File: src/rtl/fan_pwm_ctrl_if.sv
// Bus bundle between the board-management register logic and the multi-channel fan PWM controller.
interface fan_pwm_ctrl_if #(
    parameter int CHANNELS = 2,
    parameter int RES_BITS = 8
);
    logic                         enable;
    logic [CHANNELS*RES_BITS-1:0] duty_in;
    logic [CHANNELS-1:0]          duty_load;
    logic [CHANNELS-1:0]          tach_in;
    logic [CHANNELS-1:0]          fan_out;
    logic [CHANNELS*RES_BITS-1:0] duty_cur;
    logic                         period_strobe;
    logic [CHANNELS-1:0]          stall;

    modport master (
        output enable, duty_in, duty_load, tach_in,
        input  fan_out, duty_cur, period_strobe, stall
    );

    modport slave (
        input  enable, duty_in, duty_load, tach_in,
        output fan_out, duty_cur, period_strobe, stall
    );
endinterface

File: src/rtl/fan_pwm_ctrl.sv
// Multi-channel fan PWM with kick-start and slew-limited ramp per channel.
// Tachometer stall detection is compiled in when FAN_PWM_TACH_EN is defined.
module fan_pwm_ctrl #(
    parameter int CHANNELS     = 2,
    parameter int RES_BITS     = 8,
    parameter int PRESCALE     = 64,
    parameter int RAMP_STEP    = 4,
    parameter int KICK_PERIODS = 16,
    parameter int TACH_WINDOW  = 256
) (
    input logic          clk,
    input logic          reset_n,
    fan_pwm_ctrl_if.slave bus
);
    typedef enum logic [1:0] {ST_OFF, ST_KICK, ST_RAMP, ST_STEADY} state_t;

    localparam int PW = (PRESCALE > 1) ? $clog2(PRESCALE) : 1;
    localparam int KW = (KICK_PERIODS > 1) ? $clog2(KICK_PERIODS) : 1;
    localparam logic [PW-1:0]       PRE_LAST  = PW'(PRESCALE - 1);
    localparam logic [KW-1:0]       KICK_LOAD = KW'((KICK_PERIODS > 0) ? KICK_PERIODS - 1 : 0);
    localparam logic [RES_BITS-1:0] FULL      = '1;
    localparam logic [RES_BITS-1:0] STEP_RES  = RES_BITS'(RAMP_STEP);
    localparam logic [RES_BITS:0]   STEP_EXT  = (RES_BITS + 1)'(RAMP_STEP);

    logic [PW-1:0]       presc_cnt;
    logic [RES_BITS-1:0] pwm_cnt;
    logic                tick;
    logic                boundary;
    logic                strobe_r;
    logic [CHANNELS-1:0] fan_r;

    logic [RES_BITS-1:0] target   [CHANNELS];
    logic [RES_BITS-1:0] duty     [CHANNELS];
    logic [RES_BITS-1:0] duty_nxt [CHANNELS];
    state_t              state    [CHANNELS];
    state_t              state_nxt[CHANNELS];
    logic [KW-1:0]       kick_cnt [CHANNELS];
    logic [KW-1:0]       kick_nxt [CHANNELS];

    // One ramp step toward tgt; the extra bit catches overflow/borrow so the result clamps instead of wrapping.
    function automatic logic [RES_BITS-1:0] step_toward(input logic [RES_BITS-1:0] cur,
                                                        input logic [RES_BITS-1:0] tgt);
        logic [RES_BITS:0] up;
        logic [RES_BITS:0] dn;
        up = {1'b0, cur} + STEP_EXT;
        dn = {1'b0, cur} - STEP_EXT;
        if (cur < tgt)
            return (up > {1'b0, tgt}) ? tgt : up[RES_BITS-1:0];
        else if (dn[RES_BITS] || (dn < {1'b0, tgt}))
            return tgt;
        else
            return dn[RES_BITS-1:0];
    endfunction

    assign tick     = (presc_cnt == PRE_LAST);
    assign boundary = tick && (pwm_cnt == FULL);

    always_ff @(posedge clk or negedge reset_n) begin
        if (!reset_n) begin
            presc_cnt <= '0;
            pwm_cnt   <= '0;
            strobe_r  <= 1'b0;
            fan_r     <= '0;
        end else begin
            presc_cnt <= tick ? '0 : presc_cnt + PW'(1);
            if (tick)
                pwm_cnt <= pwm_cnt + RES_BITS'(1);
            strobe_r <= boundary;
            for (int k = 0; k < CHANNELS; k++)
                fan_r[k] <= bus.enable && ((pwm_cnt < duty[k]) || (duty[k] == FULL));
        end
    end

    always_ff @(posedge clk or negedge reset_n) begin
        if (!reset_n) begin
            for (int k = 0; k < CHANNELS; k++) begin
                target[k]   <= '0;
                duty[k]     <= '0;
                state[k]    <= ST_OFF;
                kick_cnt[k] <= '0;
            end
        end else begin
            for (int k = 0; k < CHANNELS; k++) begin
                if (bus.duty_load[k])
                    target[k] <= bus.duty_in[k*RES_BITS +: RES_BITS];
                duty[k]     <= duty_nxt[k];
                state[k]    <= state_nxt[k];
                kick_cnt[k] <= kick_nxt[k];
            end
        end
    end

    // Disable overrides everything immediately; otherwise channels only move at period boundaries.
    always_comb begin
        for (int k = 0; k < CHANNELS; k++) begin
            state_nxt[k] = state[k];
            duty_nxt[k]  = duty[k];
            kick_nxt[k]  = kick_cnt[k];
            if (!bus.enable) begin
                state_nxt[k] = ST_OFF;
                duty_nxt[k]  = '0;
                kick_nxt[k]  = '0;
            end else if (boundary) begin
                case (state[k])
                    ST_OFF: begin
                        if (target[k] != '0) begin
                            if (KICK_PERIODS > 0) begin
                                state_nxt[k] = ST_KICK;
                                duty_nxt[k]  = FULL;
                                kick_nxt[k]  = KICK_LOAD;
                            end else begin
                                state_nxt[k] = ST_RAMP;
                            end
                        end
                    end
                    ST_KICK: begin
                        if (kick_cnt[k] == '0) begin
                            state_nxt[k] = ST_RAMP;
                            duty_nxt[k]  = (target[k] < STEP_RES) ? target[k] : STEP_RES;
                        end else begin
                            kick_nxt[k] = kick_cnt[k] - KW'(1);
                        end
                    end
                    ST_RAMP, ST_STEADY: begin
                        duty_nxt[k] = step_toward(duty[k], target[k]);
                        if (duty_nxt[k] == target[k])
                            state_nxt[k] = (target[k] == '0) ? ST_OFF : ST_STEADY;
                        else
                            state_nxt[k] = ST_RAMP;
                    end
                    default: begin
                        state_nxt[k] = ST_OFF;
                        duty_nxt[k]  = '0;
                    end
                endcase
            end
        end
    end

    for (genvar g = 0; g < CHANNELS; g++) begin : g_duty_out
        assign bus.duty_cur[g*RES_BITS +: RES_BITS] = duty[g];
    end
    assign bus.fan_out       = fan_r;
    assign bus.period_strobe = strobe_r;

`ifdef FAN_PWM_TACH_EN
    localparam int WW = (TACH_WINDOW > 1) ? $clog2(TACH_WINDOW) : 1;

    logic [CHANNELS-1:0] sync1;
    logic [CHANNELS-1:0] sync2;
    logic [CHANNELS-1:0] tach_prev;
    logic [CHANNELS-1:0] tach_rise;
    logic [CHANNELS-1:0] edge_seen;
    logic [CHANNELS-1:0] stall_r;
    logic [WW-1:0]       win_cnt;
    logic                win_end;

    assign tach_rise = sync2 & ~tach_prev;
    assign win_end   = boundary && (win_cnt == WW'(TACH_WINDOW - 1));

    // A rise on the window's final clk still counts for that window.
    always_ff @(posedge clk or negedge reset_n) begin
        if (!reset_n) begin
            sync1     <= '0;
            sync2     <= '0;
            tach_prev <= '0;
            edge_seen <= '0;
            stall_r   <= '0;
            win_cnt   <= '0;
        end else begin
            sync1     <= bus.tach_in;
            sync2     <= sync1;
            tach_prev <= sync2;
            if (boundary)
                win_cnt <= win_end ? '0 : win_cnt + WW'(1);
            for (int k = 0; k < CHANNELS; k++) begin
                if (state_nxt[k] == ST_OFF)
                    stall_r[k] <= 1'b0;
                else if (win_end)
                    stall_r[k] <= (state[k] == ST_STEADY) && (duty[k] != '0) &&
                                  !(edge_seen[k] || tach_rise[k]);
                if (win_end)
                    edge_seen[k] <= 1'b0;
                else if (tach_rise[k])
                    edge_seen[k] <= 1'b1;
            end
        end
    end

    assign bus.stall = stall_r;
`else
    logic unused_tach;
    assign unused_tach = ^{bus.tach_in, TACH_WINDOW[0]};
    assign bus.stall   = '0;
`endif
endmodule

File: src/flat_wrapper.sv
// flat-port wrapper written by rule: the top's interface ports become plain ports
module fan_pwm_ctrl_flat 
#(
    parameter int CHANNELS     = 2,
    parameter int RES_BITS     = 8,
    parameter int PRESCALE     = 64,
    parameter int RAMP_STEP    = 4,
    parameter int KICK_PERIODS = 16,
    parameter int TACH_WINDOW  = 256
)
  (clk, reset_n, bus_enable, bus_duty_in, bus_duty_load, bus_tach_in, bus_fan_out, bus_duty_cur, bus_period_strobe, bus_stall);
  fan_pwm_ctrl_if #(.CHANNELS(CHANNELS), .RES_BITS(RES_BITS)) bus_i ();
  input logic clk;
  input logic reset_n;
  input wire logic [$bits(bus_i.enable)-1:0] bus_enable;
  input wire logic [$bits(bus_i.duty_in)-1:0] bus_duty_in;
  input wire logic [$bits(bus_i.duty_load)-1:0] bus_duty_load;
  input wire logic [$bits(bus_i.tach_in)-1:0] bus_tach_in;
  output wire logic [$bits(bus_i.fan_out)-1:0] bus_fan_out;
  output wire logic [$bits(bus_i.duty_cur)-1:0] bus_duty_cur;
  output wire logic [$bits(bus_i.period_strobe)-1:0] bus_period_strobe;
  output wire logic [$bits(bus_i.stall)-1:0] bus_stall;
  assign bus_i.enable = bus_enable;
  assign bus_i.duty_in = bus_duty_in;
  assign bus_i.duty_load = bus_duty_load;
  assign bus_i.tach_in = bus_tach_in;
  assign bus_fan_out = bus_i.fan_out;
  assign bus_duty_cur = bus_i.duty_cur;
  assign bus_period_strobe = bus_i.period_strobe;
  assign bus_stall = bus_i.stall;
  fan_pwm_ctrl #(.CHANNELS(CHANNELS), .RES_BITS(RES_BITS), .PRESCALE(PRESCALE), .RAMP_STEP(RAMP_STEP), .KICK_PERIODS(KICK_PERIODS), .TACH_WINDOW(TACH_WINDOW)) u_core (.clk(clk), .reset_n(reset_n), .bus(bus_i));
endmodule
File: config.mk
export PLATFORM = sky130hd
export DESIGN_NAME = fan_pwm_ctrl_flat
export DESIGN_NICKNAME = d
export VERILOG_FILES = /design/src/rtl/fan_pwm_ctrl_if.sv /design/src/rtl/fan_pwm_ctrl.sv /design/src/flat_wrapper.sv
export SDC_FILE = /design/constraint.sdc
export NUM_CORES = 1
export LEC_CHECK = 0
export BUFFER_PORTS_ARGS = -buffer_cell sky130_fd_sc_hd__buf_2
export CAP_MARGIN = 5
export CORE_MARGIN = 4
export CORE_UTILIZATION = 42
export CTS_CLUSTER_DIAMETER = 80
export DETAILED_ROUTE_END_ITERATION = 10
export GPL_TIMING_DRIVEN = 0
export PLACE_DENSITY_LB_ADDON = 0.15
export SYNTH_ARGS = -nofsm -noshare
export SYNTH_HDL_FRONTEND = slang
export SYNTH_SLANG_ARGS = --single-unit
File: constraint.sdc
create_clock -name clk -period 4.3 [get_ports clk]
set_input_delay 0.215 -clock clk [delete_from_list [all_inputs] [get_ports clk]]
set_output_delay 0.215 -clock clk [all_outputs]
set_load 0.05 [all_outputs]
==> impl_metrics.tcl <==
set metrics [dict create \
    outcome "finished, violations left" \
    violations "negative hold slack" \
    track_usage_pct 20.2 \
    insertion_delay_ps 340 \
    synth_top_family_by_area "compound AO/OA/AOI/OAI gates" \
    worst_pin_slew_ps 800 \
    drt_iter0_drc 389 \
    final.min_clock_period_ps 3770 \
    fmax_mhz 265 \
    slowest_delay_ps 600 \
    finalSetupViolCount 0 \
    post_cts_resized 0 \
    synth-seq-cells 61 \
    comb_power_share_pct 31.4 \
    fin_ws_ps 532 \
    port_buffers 38 \
    crit_required_ps 4520 \
    cts_tree "done" \
    slew_headroom_pct 46.7 \
    hold_viol_final 45 \
    r2r_start "u_core.bus.duty_cur[2]" \
    crit_buf_inv 2 \
    critPathCaptureType "flip-flop" \
    regToRegEndpoint "u_core.state[3]" \
    p_switching_mw 0.743 \
    multi_input_area_mm2 0.00329 \
    vias_per_cell 5.69 \
    timing.final.crit_share_pct 87.6 \
    whs_ps -50.3 \
    seq_power_share_pct 30.9 \
    placedInstanceArea_mm2 0.00550 \
    cp_cell_sequence "ha_1 -> nand3_1 -> xnor2_1 -> inv_1 -> ha_1 -> nand4_1 -> o21bai_1 -> a31oi_1 -> nor3_2 -> buf_2 -> a22oi_1 -> o22a_1 -> nand4_1 -> o221a_1" \
    place.gp.congestion 0.911 \
    yosys-top-cells-area "dfrtp_1 (30%), ha_1 (15%), o21ai_0 (4.9%), xnor2_1 (4.6%), inv_1 (4.0%)" \
    wirelength_um 13700 \
    grt_pass1_wl_um 22800 \
    synth_common_cells "dfrtp_1 (61), ha_1 (60), inv_1 (55)" \
    intPower_mw 1.39 \
    grt_max_degree 62 \
    clock_path_buffers 2 \
    synthSimpleGateAreaFrac_pct 17.6 \
    cts_root_buf "clkbuf_16" \
    yosysWarnings 0 \
    cp_data_arrival_time_ps 3990 \
    numClockSinks 61 \
    clkPwrFrac_pct 37.7 \
    rsz0062_at_grt "false" \
    antenna_found_initial 0 \
    ys_seq_area_share_pct 29.8 \
    die_x_um 118 \
    fin_skew_ps 5.23 \
    drive_gt1_share_pct 13.9 \
    synth_edf_count 0 \
    yosysMostFrequentCell "dfrtp_1" \
    hold_class "input pin to async pin" \
    post_cts_buffers 0 \
    cp-start-kind "flip-flop" \
    path_max_fanout 10 \
    nets 727 \
    p_leak_nw 2.84 \
    synth_xor_area_share_pct 5.97 \
    synth_top_area_share_pct 29.8 \
    max-cap-violations 0 \
    power_density_mw_per_mm2 366 \
    vias 4532 \
    htree_levels 3 \
    ios 44 \
    ys_dominant_reg_cell "dfrtp_1" \
    postSynthCellCount 594 \
    path_class "flip-flop to flip-flop" \
    hpwlAfterDp_um 10400 \
    seqCellArea_mm2 0.00153 \
    dieArea_mm2 0.0140 \
    vdd_drop_max_mv 0.169 \
    die_h_um 118 \
    cts.reportedPaths.clkPinSlew_ps 60 \
    final.setup.tns_ps 0 \
    dp_slack_ps 653 \
    start_util_pct 42.8 \
    rr_worst_depth 14 \
    grt_pass1_vias 4392 \
    synthAdderAreaFrac_pct 14.7 \
    switching_share_pct 34.9 \
    core_mm2 0.0120 \
    overflow 0 \
    synth_top_area_cell "dfrtp_1" \
    fillCellCount 1164 \
    dr.pass1.iters 4 \
    ant_nets 0 \
    slew_viol_final 0 \
    cts_hold_buf 0 \
    synth_compound_area_share_pct 25.3 \
    slowest_stage "dfrtp_1" \
    synthMuxAreaShare_pct 0.611 \
    post_drt_wl_per_cell_um 17.2 \
    synthArstFlopShare_pct 100 \
    drc 0 \
    antenna_cells 0 \
    cp_top_family "compound AO/OA/AOI/OAI gates" \
    core.rowCount 40 \
    syn_area_per_cell_um2 8.61 \
    synth_area_mm2 0.00512 \
    yosysUniqueCellTypes 73 \
    numCtsBuffers 9 \
    rrSetupSlack_ps 530 \
    fin_area_mm2 0.00582 \
    syn2layout_area_growth_pct 13.8 \
]
[power by group through the flow]
stage          Clock [mW]  Sequential (mW)  Combinational, mW
2_1_floorplan           0            0.694              0.465
3_3_place_gp            0            0.666              0.649
3_5_place_dp            0            0.666              0.659
4_1_cts             0.822            0.657              0.665
5_1_grt             0.842            0.664              0.739
6_report            0.804            0.659              0.668
[how the worst max path moves through the flow]
stage                     cells after the start                    start         endpoint  slack [ps]
after floorplan                              16  u_core.bus.duty_cur[10]  u_core.state[0]         810
after global placement                       14   u_core.bus.duty_cur[2]  u_core.state[3]         660
after detailed placement                     14   u_core.bus.duty_cur[2]  u_core.state[3]         650
after CTS                                    14   u_core.bus.duty_cur[2]  u_core.state[3]         630
after global routing                         14   u_core.bus.duty_cur[2]  u_core.state[3]         370
final                                        14   u_core.bus.duty_cur[2]  u_core.state[3]         530
[cell families (layout without fill, tap and decap cells)]
group	count (synthesis)	after routing
other cells	1	2
compound gates	191	191
simple gates	169	169
flops	61	61
mux	3	3
xor+xnor	34	34
fa+ha+maj	60	60
buf+inv	75	129
[cells in the final DEF, fill, tap and decap left out, types with 4 or more instances in the layout]
cell	instances
nor2b_1	5
o22ai_1	9
clkbuf_16	9
a21oi_1	35
buf_2	43
nor4_1	5
o31ai_1	6
clkbuf_1	10
a22oi_1	5
buf_4	5
nand2b_1	5
o211ai_1	6
ha_1	60
o21ai_0	50
nor2_1	34
a31oi_1	11
xor2_1	6
o21a_1	7
nand2_1	48
nand4_1	10
or3_1	7
inv_1	55
a21o_1	18
and3_1	6
dfrtp_1	61
xnor2_1	27
o21ai_1	4
nand3_1	23
nor3_1	8
[per-layer routing]
metal / up-vias / global-route usage, % / part of all wire [%]
li1: 2254 / - / -
met1: 2125 / 26.7 / 45
met2: 127 / 33.1 / 48
met3: 26 / 3.35 / 4.8
met4: 0 / 8.11 / 2.7
met5: - / 0 / 0
[worst reg2reg max path: stages (launching register included)]
cell      delay [ps]
dfrtp_1          600
ha_1             290
nand3_1          110
xnor2_1          370
inv_1             80
ha_1             300
nand4_1          120
o21bai_1         180
a31oi_1          400
nor3_2           100
buf_2            190
a22oi_1          270
o22a_1           190
nand4_1          180
o221a_1          260
[area by class of cell]
type                       instances  area share (%)
inverter                          55            3.55
clock inverter                     6            1.48
clock buffer                      10            4.10
buffer                            20            1.68
timing repair buffer              38            3.31
multi-input combinational        459            56.5
sequential                        61            26.2
tap                              147            3.16
[through the flow]
| step | utilization [%] | power [mW] | std cells |
|---|---|---|---|
| final | 48.7 | 2.13 | 796 |
| after global routing | 48.7 | 2.25 | 796 |
| after CTS | 48.7 | 2.14 | 796 |
| after detailed placement | 46.0 | 1.33 | 780 |
| after global placement | 45.9 | 1.31 | 780 |
| after floorplan | - | 1.16 | 595 |
[registers in the layout, indices dropped and copies added, names as in the netlist]
signal,count
u_core.pwm_cnt,8
u_core.state,4
u_core.presc_cnt,6
u_core.kick_cnt,8
u_core.target,16
u_core.bus.fan_out,2
u_core.bus.period_strobe,1
u_core.bus.duty_cur,16
No activity file was read; power rests on OpenSTA's default activity.
